`src/rtl/lif_neuron_reader_pkg.sv`:
```
// Shared constants, FSM state encoding and saturating arithmetic helpers
// for the leaky integrate-and-fire neuron and its weight scanner.
package snn_pkg;

   localparam int N_SYN = 16;
   localparam int W_W   = 4;

   typedef enum logic [2:0] {
      IDLE   = 3'd0,
      SCAN   = 3'd1,
      DRAIN  = 3'd2,
      UPDATE = 3'd3,
      REFR   = 3'd4
   } lif_state_t;

   function automatic logic [31:0] sat_add(input logic [31:0] a,
                                           input logic [31:0] b,
                                           input logic [31:0] max_v);
      logic [32:0] sum;
      sum = {1'b0, a} + {1'b0, b};
      if (sum > {1'b0, max_v}) begin
         return max_v;
      end else begin
         return sum[31:0];
      end
   endfunction

   function automatic logic [31:0] floor_sub(input logic [31:0] a,
                                             input logic [31:0] b);
      if (a > b) begin
         return a - b;
      end else begin
         return 32'd0;
      end
   endfunction

endpackage

```
`src/rtl/lif_neuron_reader_if.sv`:
```
// Timestep handshake, weight read port and neuron status bundle.
// The neuron is the slave; the environment (learner / bench) is the master.
interface lif_neuron_reader_if #(
   parameter int N_SYN = 16,
   parameter int W_W   = 4,
   parameter int V_W   = 10
);
   localparam int AW = $clog2(N_SYN);

   logic             step_valid;
   logic             step_ready;
   logic [N_SYN-1:0] pre_spikes;
   logic             weight_rd_en;
   logic [AW-1:0]    weight_rd_addr;
   logic [W_W-1:0]   weight_rd_data;
   logic             post_spike;
   logic [V_W-1:0]   membrane;
   logic             refractory;

   modport slave (
      input  step_valid, pre_spikes, weight_rd_data,
      output step_ready, weight_rd_en, weight_rd_addr, post_spike, membrane, refractory
   );

   modport master (
      output step_valid, pre_spikes, weight_rd_data,
      input  step_ready, weight_rd_en, weight_rd_addr, post_spike, membrane, refractory
   );
endinterface

```
`src/rtl/lif_neuron_reader_scan.sv`:
```
// Walks the weight array once per start pulse and sums the weights of the
// synapses whose latched presynaptic spike bit is set (1-cycle read latency).
module weight_scan_acc #(
   parameter int N_SYN = snn_pkg::N_SYN,
   parameter int W_W   = snn_pkg::W_W,
   parameter int ACC_W = $clog2(N_SYN * ((1 << W_W) - 1) + 1)
) (
   input  logic                     clk_i,
   input  logic                     rst_ni,
   input  logic                     start_i,
   input  logic [N_SYN-1:0]         spk_i,
   output logic                     rd_en_o,
   output logic [$clog2(N_SYN)-1:0] rd_addr_o,
   input  logic [W_W-1:0]           rd_data_i,
   output logic                     last_o,
   output logic                     done_o,
   output logic [ACC_W-1:0]         acc_o
);
   localparam int AW = $clog2(N_SYN);
   localparam logic [AW-1:0] LAST_ADDR = AW'(N_SYN - 1);

   logic          rd_en_q;
   logic [AW-1:0] addr_q;
   logic          en_d1_q;
   logic [AW-1:0] addr_d1_q;
   logic [ACC_W-1:0] acc_q;

   // Address walk plus the delayed enable/address that line up with returned data.
   always_ff @(posedge clk_i) begin
      if (!rst_ni) begin
         rd_en_q   <= 1'b0;
         addr_q    <= '0;
         en_d1_q   <= 1'b0;
         addr_d1_q <= '0;
         acc_q     <= '0;
      end else begin
         en_d1_q   <= rd_en_q;
         addr_d1_q <= addr_q;
         if (start_i) begin
            rd_en_q <= 1'b1;
            addr_q  <= '0;
         end else if (rd_en_q) begin
            if (addr_q == LAST_ADDR) begin
               rd_en_q <= 1'b0;
               addr_q  <= '0;
            end else begin
               addr_q  <= addr_q + AW'(1);
            end
         end else begin
            rd_en_q <= rd_en_q;
            addr_q  <= addr_q;
         end
         if (start_i) begin
            acc_q <= '0;
         end else if (en_d1_q && spk_i[addr_d1_q]) begin
            acc_q <= acc_q + ACC_W'(rd_data_i);
         end else begin
            acc_q <= acc_q;
         end
      end
   end

   assign rd_en_o   = rd_en_q;
   assign rd_addr_o = addr_q;
   assign last_o    = rd_en_q && (addr_q == LAST_ADDR);
   assign done_o    = en_d1_q && (addr_d1_q == LAST_ADDR);
   assign acc_o     = acc_q;

endmodule

```
`src/rtl/lif_neuron_reader.sv`:
```
// Leaky integrate-and-fire postsynaptic neuron: per accepted timestep it sums the
// weights of spiking synapses, leaks and updates the membrane, and may fire.
module lif_neuron_reader #(
   parameter int N_SYN         = snn_pkg::N_SYN,
   parameter int W_W           = snn_pkg::W_W,
   parameter int V_W           = 10,
   parameter int THRESH        = 64,
   parameter int LEAK          = 2,
   parameter int V_RESET       = 0,
   parameter int REFRACT_STEPS = 2
) (
   input  logic                clk_i,
   input  logic                rst_ni,
   lif_neuron_reader_if.slave  bus
);
   import snn_pkg::*;

   localparam int ACC_W = $clog2(N_SYN * ((1 << W_W) - 1) + 1);
   localparam int RW    = (REFRACT_STEPS > 0) ? $clog2(REFRACT_STEPS + 1) : 1;
   localparam int unsigned V_MAX = (1 << V_W) - 1;

   lif_state_t       state_q;
   logic             ready_q;
   logic             post_q;
   logic [V_W-1:0]   membrane_q;
   logic [RW-1:0]    refr_q;
   logic             refr_flag_q;
   logic [N_SYN-1:0] spk_q;

   logic             accept_s;
   logic             start_s;
   logic             scan_last_s;
   logic             scan_done_s;
   logic [ACC_W-1:0] acc_s;
   logic [31:0]      v_next_d;
   logic             fire_s;

   assign accept_s = bus.step_valid && ready_q;
   assign start_s  = accept_s && (refr_q == RW'(0));

   weight_scan_acc #(
      .N_SYN (N_SYN),
      .W_W   (W_W),
      .ACC_W (ACC_W)
   ) u_scan (
      .clk_i     (clk_i),
      .rst_ni    (rst_ni),
      .start_i   (start_s),
      .spk_i     (spk_q),
      .rd_en_o   (bus.weight_rd_en),
      .rd_addr_o (bus.weight_rd_addr),
      .rd_data_i (bus.weight_rd_data),
      .last_o    (scan_last_s),
      .done_o    (scan_done_s),
      .acc_o     (acc_s)
   );

   // Leak is floored at zero before the synaptic sum is added, then saturated.
   always_comb begin
      v_next_d = sat_add(floor_sub(32'(membrane_q), 32'(LEAK)), 32'(acc_s), 32'(V_MAX));
      fire_s   = (v_next_d >= 32'(THRESH));
   end

   // Timestep sequencer with registered membrane, spike and status outputs.
   always_ff @(posedge clk_i) begin
      if (!rst_ni) begin
         state_q     <= IDLE;
         ready_q     <= 1'b1;
         post_q      <= 1'b0;
         membrane_q  <= '0;
         refr_q      <= '0;
         refr_flag_q <= 1'b0;
         spk_q       <= '0;
      end else begin
         case (state_q)
            IDLE: begin
               post_q <= 1'b0;
               if (accept_s) begin
                  spk_q   <= bus.pre_spikes;
                  ready_q <= 1'b0;
                  state_q <= (refr_q == RW'(0)) ? SCAN : REFR;
               end else begin
                  state_q <= IDLE;
               end
            end
            SCAN: begin
               if (scan_last_s) begin
                  state_q <= DRAIN;
               end else begin
                  state_q <= SCAN;
               end
            end
            DRAIN: begin
               if (scan_done_s) begin
                  state_q <= UPDATE;
               end else begin
                  state_q <= DRAIN;
               end
            end
            UPDATE: begin
               if (fire_s) begin
                  post_q      <= 1'b1;
                  membrane_q  <= V_W'(V_RESET);
                  refr_q      <= RW'(REFRACT_STEPS);
                  refr_flag_q <= (REFRACT_STEPS != 0);
               end else begin
                  post_q      <= 1'b0;
                  membrane_q  <= v_next_d[V_W-1:0];
               end
               ready_q <= 1'b1;
               state_q <= IDLE;
            end
            REFR: begin
               post_q      <= 1'b0;
               refr_q      <= refr_q - RW'(1);
               refr_flag_q <= (refr_q != RW'(1));
               ready_q     <= 1'b1;
               state_q     <= IDLE;
            end
            default: begin
               post_q  <= 1'b0;
               ready_q <= 1'b1;
               state_q <= IDLE;
            end
         endcase
      end
   end

   assign bus.step_ready = ready_q;
   assign bus.post_spike = post_q;
   assign bus.membrane   = membrane_q;
   assign bus.refractory = refr_flag_q;

endmodule

```
`src/flat_wrapper.sv`:
```
// flat-port wrapper written by rule: the top's interface ports become plain ports
module lif_neuron_reader_flat import snn_pkg::*;
#(
   parameter int N_SYN         = snn_pkg::N_SYN,
   parameter int W_W           = snn_pkg::W_W,
   parameter int V_W           = 10,
   parameter int THRESH        = 64,
   parameter int LEAK          = 2,
   parameter int V_RESET       = 0,
   parameter int REFRACT_STEPS = 2
)
  (clk_i, rst_ni, bus_step_valid, bus_pre_spikes, bus_weight_rd_data, bus_step_ready, bus_weight_rd_en, bus_weight_rd_addr, bus_post_spike, bus_membrane, bus_refractory);
  lif_neuron_reader_if #(.N_SYN(N_SYN), .W_W(W_W), .V_W(V_W)) bus_i ();
  input  logic clk_i;
  input  logic rst_ni;
  input wire logic [$bits(bus_i.step_valid)-1:0] bus_step_valid;
  input wire logic [$bits(bus_i.pre_spikes)-1:0] bus_pre_spikes;
  input wire logic [$bits(bus_i.weight_rd_data)-1:0] bus_weight_rd_data;
  output wire logic [$bits(bus_i.step_ready)-1:0] bus_step_ready;
  output wire logic [$bits(bus_i.weight_rd_en)-1:0] bus_weight_rd_en;
  output wire logic [$bits(bus_i.weight_rd_addr)-1:0] bus_weight_rd_addr;
  output wire logic [$bits(bus_i.post_spike)-1:0] bus_post_spike;
  output wire logic [$bits(bus_i.membrane)-1:0] bus_membrane;
  output wire logic [$bits(bus_i.refractory)-1:0] bus_refractory;
  assign bus_i.step_valid = bus_step_valid;
  assign bus_i.pre_spikes = bus_pre_spikes;
  assign bus_i.weight_rd_data = bus_weight_rd_data;
  assign bus_step_ready = bus_i.step_ready;
  assign bus_weight_rd_en = bus_i.weight_rd_en;
  assign bus_weight_rd_addr = bus_i.weight_rd_addr;
  assign bus_post_spike = bus_i.post_spike;
  assign bus_membrane = bus_i.membrane;
  assign bus_refractory = bus_i.refractory;
  lif_neuron_reader #(.N_SYN(N_SYN), .W_W(W_W), .V_W(V_W), .THRESH(THRESH), .LEAK(LEAK), .V_RESET(V_RESET), .REFRACT_STEPS(REFRACT_STEPS)) u_core (.clk_i(clk_i), .rst_ni(rst_ni), .bus(bus_i));
endmodule
```
`config.mk`:
```
export PLATFORM = sky130hd
export DESIGN_NAME = lif_neuron_reader_flat
export DESIGN_NICKNAME = d
export VERILOG_FILES = /design/src/rtl/lif_neuron_reader_pkg.sv /design/src/rtl/lif_neuron_reader_if.sv /design/src/rtl/lif_neuron_reader_scan.sv /design/src/rtl/lif_neuron_reader.sv /design/src/flat_wrapper.sv
export SDC_FILE = /design/constraint.sdc
export NUM_CORES = 1
export LEC_CHECK = 0
export ABC_AREA = 1
export ABC_CLOCK_PERIOD_IN_PS = 3400
export BUFFER_PORTS_ARGS = -buffer_cell sky130_fd_sc_hd__buf_2
export CORE_MARGIN = 3
export CORE_UTILIZATION = 49
export CTS_BUF_LIST = sky130_fd_sc_hd__clkbuf_8
export DETAILED_ROUTE_END_ITERATION = 6
export PLACE_DENSITY = 0.8
export SETUP_SLACK_MARGIN = 0.4
export SYNTH_ARGS = -nofsm -noshare
export SYNTH_HDL_FRONTEND = slang
export SYNTH_SLANG_ARGS = --single-unit
```
`constraint.sdc`:
```
create_clock -name clk_i -period 3.4 [get_ports clk_i]
set_clock_uncertainty 0.15 [all_clocks]
set_input_delay 0.68 -clock clk_i [delete_from_list [all_inputs] [get_ports clk_i]]
set_output_delay 0.68 -clock clk_i [all_outputs]
set_load 0.02 [all_outputs]
```
=== Word level (Yosys, flattened, before mapping) ===
Cells that the tools add are included.

* Logic and storage cells: 67
* Register bits after elaboration: 52
* Latch bits: 0
* Bits in writable memories: 0
* ROM bits: 0
* Memories kept: 0
* Bits of input ports: 23

* $add $sub $neg: 5
* Shift operators: 0
* Mux-type cells: 22
* Eq/ne operators: 9
* Bitwise operators: 2
* Reductions and logical operators: 13
* $lt $le $gt $ge: 4
* Divide/modulo/power cells: 0
* Multipliers: 0

{| class="wikitable"
|+ Operator list
! operator !! number
|-
| 32-bit two-way mux || 2
|-
| 32-bit by 8-bit adder with 33-bit output || 1
|-
| 33-bit by 10-bit > comparator with 1-bit output (second input constant) || 1
|-
| 32-bit by 7-bit greater-or-equal comparator with 1-bit output (second input constant) || 1
|-
| 10-bit by 2-bit subtractor with 11-bit output (second input constant) || 1
|-
| 10-bit by 2-bit > comparator with 1-bit output (second input constant) || 1
|-
| 10-bit two-way mux || 1
|-
| 3-bit case mux with 3 select lines || 1
|-
| 8-bit by 4-bit adder with 8-bit output || 1
|-
| 4-bit == test (second input constant) || 2
|-
| 1-bit two-way mux || 8
|-
| 3-bit by 2-bit == test with 1-bit output (second input constant) || 2
|-
| 3-bit two-way mux || 2
|-
| 2-bit by 1-bit != test with 1-bit output (second input constant) || 3
|-
| 1-bit case mux with 2 select lines || 3
|-
| 2-bit AND reduction || 3
|-
| 1-bit logical AND || 5
|-
| 4-bit by 5-bit less-than comparator with 1-bit output (second input constant) || 1
|-
| 4-bit by 1-bit adder with 4-bit output (second input constant) || 1
|-
| 1-bit binary-select mux with 4-bit select || 1
|-
| 2-bit two-way mux || 2
|-
| 4-bit two-way mux || 1
|-
| 2-bit case mux with 2 select lines || 1
|-
| 2-bit OR reduction || 2
|-
| other kinds (7) || 8
|}

=== Longest topological paths before layout ===
* Depth after elaboration: 8
* Mapped depth: 30
* Depth with buffers taken out: 30

=== Hierarchy ===
A second synthesis with hierarchy kept.

* Cells, all modules: 471
* Area total of the unflattened synthesis: 3,281.9 um^2

{| class="wikitable"
|+ Modules (own cells, without submodules)
! module !! cells an instance !! area each (um^2) !! instances
|-
| lif_neuron_reader || 304 || 2,129.5 || 1
|-
| weight_scan_acc || 167 || 1,152.4 || 1
|}

=== Worst setup path before layout ===
OpenSTA, ideal clock, no wires.

* Path type: flip-flop to flip-flop
* From: reg u_core.membrane_q[1], in the netlist u_core.bus.membrane[1]
* To: reg u_core.refr_flag_q, in the netlist u_core.bus.refractory
* Data arrival time: 3.406 ns
* Cell stages (with the launch flop): 30
* Data required time: 3.141 ns
* Setup time: 0.109 ns
* Setup slack: -0.264 ns
* Clock period less this slack: 3.664 ns
* Cell sequence: dfxtp_1 inv_1 ha_1 nand2_2 nor2_4 nand2_4 nand2_4 nor2_1 ha_1 inv_1 fa_1 nor2_1 or2_1 nand2_1 nand3_1 nand3_1 ha_1 nand2_1 nor3_1 nand3_1 nor2_1 nand2_1 nor2_1 nand2_2 inv_4 nand2_4 nand2_4 nand3_1 nand2_1 inv_1

* Cells in the longest elaborated chain, start to end: 8

{| class="wikitable"
|+ RTL lines
! item !! RTL line !! text
|-
| from (decl) || lif_neuron_reader.sv:25 || <nowiki>logic [V_W-1:0] membrane_q;</nowiki>
|-
| from (signal assigned) || lif_neuron_reader.sv:103 || <nowiki>membrane_q <= V_W'(V_RESET);</nowiki>
|-
| from (signal assigned) || lif_neuron_reader.sv:108 || <nowiki>membrane_q <= v_next_d[V_W-1:0];</nowiki>
|-
| 10-bit by 2-bit subtractor with 11-bit output or 10-bit by 2-bit > comparator with 1-bit output (tied branches) || lif_neuron_reader_pkg.sv:31, lif_neuron_reader_pkg.sv:30 ||
|-
| 32-bit two-way mux * || lif_neuron_reader_pkg.sv:30 || <nowiki>if (a > b) begin</nowiki>
|-
| 32-bit by 8-bit adder with 33-bit output * || lif_neuron_reader_pkg.sv:20 || <nowiki>sum = {1'b0, a} + {1'b0, b};</nowiki>
|-
| 33-bit by 10-bit > comparator with 1-bit output || lif_neuron_reader_pkg.sv:21 || <nowiki>if (sum > {1'b0, max_v}) begin</nowiki>
|-
| 32-bit two-way mux * || lif_neuron_reader_pkg.sv:21 ||
|-
| 32-bit by 7-bit greater-or-equal comparator with 1-bit output * || lif_neuron_reader.sv:61 || <nowiki>fire_s = (v_next_d >= 32'(THRESH));</nowiki>
|-
| 2-bit by 1-bit != test with 1-bit output (no line) * || n/a ||
|-
| 2-bit AND reduction (no line) * || n/a ||
|-
| to (signal assigned) || lif_neuron_reader.sv:105 || <nowiki>refr_flag_q <= (REFRACT_STEPS != 0);</nowiki>
|-
| to (signal assigned) || lif_neuron_reader.sv:116 || <nowiki>refr_flag_q <= (refr_q != RW'(1));</nowiki>
|-
| to (decl) || lif_neuron_reader.sv:27 || <nowiki>logic refr_flag_q;</nowiki>
|}

Mark *: on every way between the ends. The rest lies on a longest branch, timed or not.
A chain may end at the register's enable or synchronous reset.

=== Worst setup path in the final report ===
* From: reg u_core.membrane_q[2], in the netlist u_core.bus.membrane[2]
* To: reg u_core.refr_q[0]

* Cells in the longest elaborated chain, start to end: 8

{| class="wikitable"
|+ RTL lines
! item !! RTL line !! text
|-
| 10-bit by 2-bit subtractor with 11-bit output or 10-bit by 2-bit > comparator with 1-bit output (tied branches) || lif_neuron_reader_pkg.sv:31, lif_neuron_reader_pkg.sv:30 ||
|-
| 32-bit two-way mux * || lif_neuron_reader_pkg.sv:30 ||
|-
| 32-bit by 8-bit adder with 33-bit output * || lif_neuron_reader_pkg.sv:20 ||
|-
| 33-bit by 10-bit > comparator with 1-bit output || lif_neuron_reader_pkg.sv:21 ||
|-
| 32-bit two-way mux * || lif_neuron_reader_pkg.sv:21 ||
|-
| 32-bit by 7-bit greater-or-equal comparator with 1-bit output * || lif_neuron_reader.sv:61 ||
|-
| 2-bit by 1-bit != test with 1-bit output (no line) * || n/a ||
|-
| 2-bit AND reduction (no line) * || n/a ||
|-
| to (signal assigned) || lif_neuron_reader.sv:104 || <nowiki>refr_q <= RW'(REFRACT_STEPS);</nowiki>
|-
| to (signal assigned) || lif_neuron_reader.sv:115 || <nowiki>refr_q <= refr_q - RW'(1);</nowiki>
|-
| to (decl) || lif_neuron_reader.sv:26 || <nowiki>logic [RW-1:0] refr_q;</nowiki>
|}

Marked as above.

==> summary.md <==
| Metric | Value |
|---|---|
| CORE AREA | 6130 um2 |
| Path type of the worst min-delay path | flip-flop to flip-flop |
| Reported max-cap violation count | 0 |
| CP Class | flip-flop to flip-flop |
| Via count of the first global-routing pass | just under 3,000 |
| Post-synthesis sequential area ratio | 0.325 |
| Standard cell with the maximum stage delay on the critical path | dfxtp_4 |
| Number of vias after detailed routing | 3,038 |
| Overall die area | between 7000 and 8000 um2 |
| Gate Count Post-Synth | roughly 460 |
| First DRT Iteration DRCs | about 110 |
| All-Layer GR Usage | 0.206 |
| Wire length of the first global-routing pass | 12,600 um |
| Row count | 28 |
| Most common cell on crit path | nand2_4 |
| Number of diodes added for antenna fixing | 0 |
| Part of the total power dissipated in the clock network | 0.317 |
| Max rail drop VDD | 0.000214 V |
| Hold Crit Depth | 2 |
| Effective utilization at floorplan | 0.522 |
| Worst Reg-to-Reg Cells | 28 |
| Cts hold-fix bufs | 0 |
| I/O pins | a little over 40 |
| Worst Hold Path EP | u_core.u_scan.addr_d1_q[2]$_SDFF_PN0_ |
| Area contributors post-synth | dfxtp_1 33%, nand2_1 13%, ha_1 9.0% |
| Count of H-tree levels built during CTS | 2 |
| Die X-Extent | slightly below 90 um |
| Placed cell count | about 600 |
| Number of remaining DRC errors | 0 |
| Synth unique cells | 37 |
| Routed Antenna Nets | 0 |
| Total length of routed wires | ~7600 um |
| FF+latch area | 1060 um2 |
| HP Start | u_core.u_scan.rd_addr_o[2]$_SDFFE_PP0P_ |
| Highest attainable clock frequency | about 300 MHz |
| Root Driver | clkbuf_8 |
| Clock Path Buffers | 2 |
| Data arrival at the endpoint of the critical path | 3.49 ns |
| Net switching share of the total power | 0.274 |
| Number of I/O port buffers | 40 |
| Fraction of synthesized cell area taken by the top area cell type | 0.325 |
| Result of the run | finished clean |
| Clk Latency, worst-skew pair | about 0.31 ns |
| Worst setup slack for register-to-register paths | 0.01 ns |
| Required arrival time at the worst endpoint | 3.50 ns |
| Clock transition at the register clock pins on the worst setup and hold paths after CTS | approximately 0.1 ns |
| Kind of start point of the critical path | flip-flop |
| Final critical-path required period | around 3.4 ns |
| Max stage delay on crit path | ~0.39 ns |
| Capturing element type of the critical path | flip-flop |
| Number of max-slew violations in the final report | 0 |
| Unrepaired setup endpoints after global routing | yes |
| Routability-driven placement congestion ratio | ~0.90 |
| Tcrit/Tclk final | 0.996 |
| GRT Residual Overflow | 0 |
| Int Pwr | roughly 820 uW |
| Count of clock tree sinks | 52 |
| Antenna violations before repair | 0 |
| Relative max-transition margin | 0.195 |
| Endpoints failing setup | 0 |
| Yosys top cell by area | dfxtp_1 |
| Fraction of registers with async set or reset after synthesis | 0 |
| Cell leakage power | roughly 1.9 nW |
| Sequential share of power | 0.572 |
| Flops & latches, synth | 52 |
| Worst R2R Start | u_core.bus.membrane[2]$_SDFFE_PN0P_ |
| Nets | 570 |
| Number of vias per cell after detailed routing | roughly 5.1 |
| Setup TNS Final | 0 ns |
| Commonest cells in the synthesized netlist | 110 x nand2_1, 73 x inv_1, 52 x dfxtp_1, 40 x a21oi_1, 30 x nor2_1 |
| Area Overhead vs Synth | 20.6% |
| DPL Wire Length | 5670 um |
| Share of post-route cells with drive strength above 1 | 0.256 |
| Net switching power | 311 uW |
| Leading register cell type out of synthesis | dfxtp_1 |
| Part of the total power dissipated in combinational logic | 0.111 |
| Reg-to-Reg End | u_core.refr_q[0]$_SDFFE_PN0P_ |
| Average footprint of a synthesized cell | 7.00 um2 |
| Die Height | 86.8 um |
| Crit path max fanout | 7 |
| Area of the mapped netlist | 3200 um2 |
| Power density of the placed cells | about 290 nW/um2 |
| Number of hold-slack violations in the final timing report | 0 |
| Most frequently used cell type in the post-synthesis netlist | nand2_1 |
| Maximum number of pins on one net before global-route repair | 27 |
| TritonCTS clock tree | built |
| Drt pass-1 iters | 4 |
| Transition time of the tightest slew-check pin | around 1.2 ns |
| Count of flip-flops with a built-in enable after synthesis | 0 |
| Total area of multi-input combinational cells | a little under 2000 um2 |
| DR WL/cell | between 10 and 15 um |
| Clock buffers created by TritonCTS | 5 |
| Count of fill cells added during filler insertion | approximately 550 |
| Number of non-filler instances in the completed layout | between 500 and 600 |
| YS warnings | 0 |
## logic make-up (layout without fill, tap and decap cells)
| logic type | Yosys count | count (layout) | synth area share |
|---|---|---|---|
| flip-flops | 52 | 52 | 0.325 |
| XOR/XNOR | 12 | 12 | 0.0329 |
| adder cells (fa/ha/maj) | 25 | 25 | 0.102 |
| other | 2 | 6 | 0.00235 |
| AND/OR/NAND/NOR | 202 | 202 | 0.288 |
| buffers and inverters | 87 | 149 | 0.110 |
| AO/OA/AOI/OAI | 77 | 77 | 0.139 |
## critical path, delay by kind of cell (launching register included)
| kind | cells | cell delay, ns |
|---|---|---|
| AOI/OAI and AO/OA | 1 | 0.13 |
| and+or+nand+nor | 20 | 1.54 |
| adders and majority gates | 4 | 0.92 |
| DFF | 1 | 0.39 |
| buffers and inverters | 3 | 0.17 |
## how the worst max path moves through the flow
stage | startpoint | depth (start not counted) | slack, ns | end
after detailed placement | u_core.bus.membrane[2]$_SDFFE_PN0P_ | 29 | -0.08 | u_core.refr_q[1]$_SDFFE_PN0P_
after global placement | u_core.bus.membrane[2]$_SDFFE_PN0P_ | 26 | 0.03 | u_core.bus.refractory$_SDFFE_PN0P_
final | u_core.bus.membrane[2]$_SDFFE_PN0P_ | 28 | 0.01 | u_core.refr_q[0]$_SDFFE_PN0P_
after global routing | u_core.bus.membrane[4]$_SDFFE_PN0P_ | 27 | -0.30 | u_core.bus.refractory$_SDFFE_PN0P_
after CTS | u_core.bus.membrane[2]$_SDFFE_PN0P_ | 29 | -0.02 | u_core.bus.refractory$_SDFFE_PN0P_
after floorplan | u_core.bus.membrane[1]$_SDFFE_PN0P_ | 29 | 0.05 | u_core.bus.refractory$_SDFFE_PN0P_
## routing by layer
layer  part of all wire  wire length [um]  global-route usage  up-vias
met5                  0                 0                   0        -
met4              0.019               141              0.0850        0
met3              0.033               246              0.0295       12
met2               0.51              3830               0.346       64
met1               0.44              3330               0.262     1376
li1                   -                 -                   -     1586
## state kept, by name, summed over array words and instances (netlist names)
signal,count
u_core.refr_q,2
u_core.spk_q,16
u_core.u_scan.addr_d1_q,4
u_core.u_scan.rd_addr_o,4
u_core.state_q,3
u_core.bus.membrane,10
u_core.u_scan.en_d1_q,1
u_core.u_scan.acc_o,8
u_core.bus.refractory,1
u_core.bus.step_ready,1
u_core.bus.post_spike,1
u_core.u_scan.rd_en_o,1
## metrics by stage
stage               total power, mW   util  hold slack [ns]  area, um2  setup slack (ns)
CTS                            1.14  0.612            0.311       3750           -0.0159
finish                         1.13  0.629            0.308       3860            0.0131
floorplan                     0.748      -            0.279       3250            0.0469
global placement              0.782  0.590            0.291       3610            0.0324
detailed placement            0.787  0.590            0.295       3610           -0.0820
global route                   1.18  0.629            0.341       3860            -0.296
## cell usage in the layout, fill, tap and decap left out, drive strengths merged, types with 4 or more instances in the layout
master  Yosys  final
a21oi      41     41
nand4      13     13
o211ai     11     11
xor2        8      8
o21ai      20     20
clkbuf      6      5
inv        76     76
ha         23     23
nand2     120    120
clkinv      1      4
buf         4     64
conb        2      6
xnor2       4      4
nor2       37     37
nor3       12     12
nand3      15     15
dfxtp      52     52
## power by group through the flow
stage | Clock (mW) | Sequential [mW] | Combinational, mW
floorplan | 0 | 0.661 | 0.0873
global placement | 0 | 0.661 | 0.121
detailed placement | 0 | 0.662 | 0.125
CTS | 0.364 | 0.648 | 0.126
global route | 0.384 | 0.651 | 0.146
finish | 0.359 | 0.647 | 0.126
## cell type report
type | instances | share of cell area
Sequential cell | 52 | 0.274
Tap cell | 75 | 0.0243
Clock inverter | 3 | 0.00486
Inverter | 77 | 0.0762
Multi-Input combinational cell | 322 | 0.503
Clock buffer | 5 | 0.0178
Timing Repair Buffer | 64 | 0.0995
## repair_timing
item	4_1_cts	5_1_grt
setup endpoints to repair	10	10
pin swaps	4	18
resized for setup	9	18
buffers inserted	2	5
(Power assumes the default switching activity.)
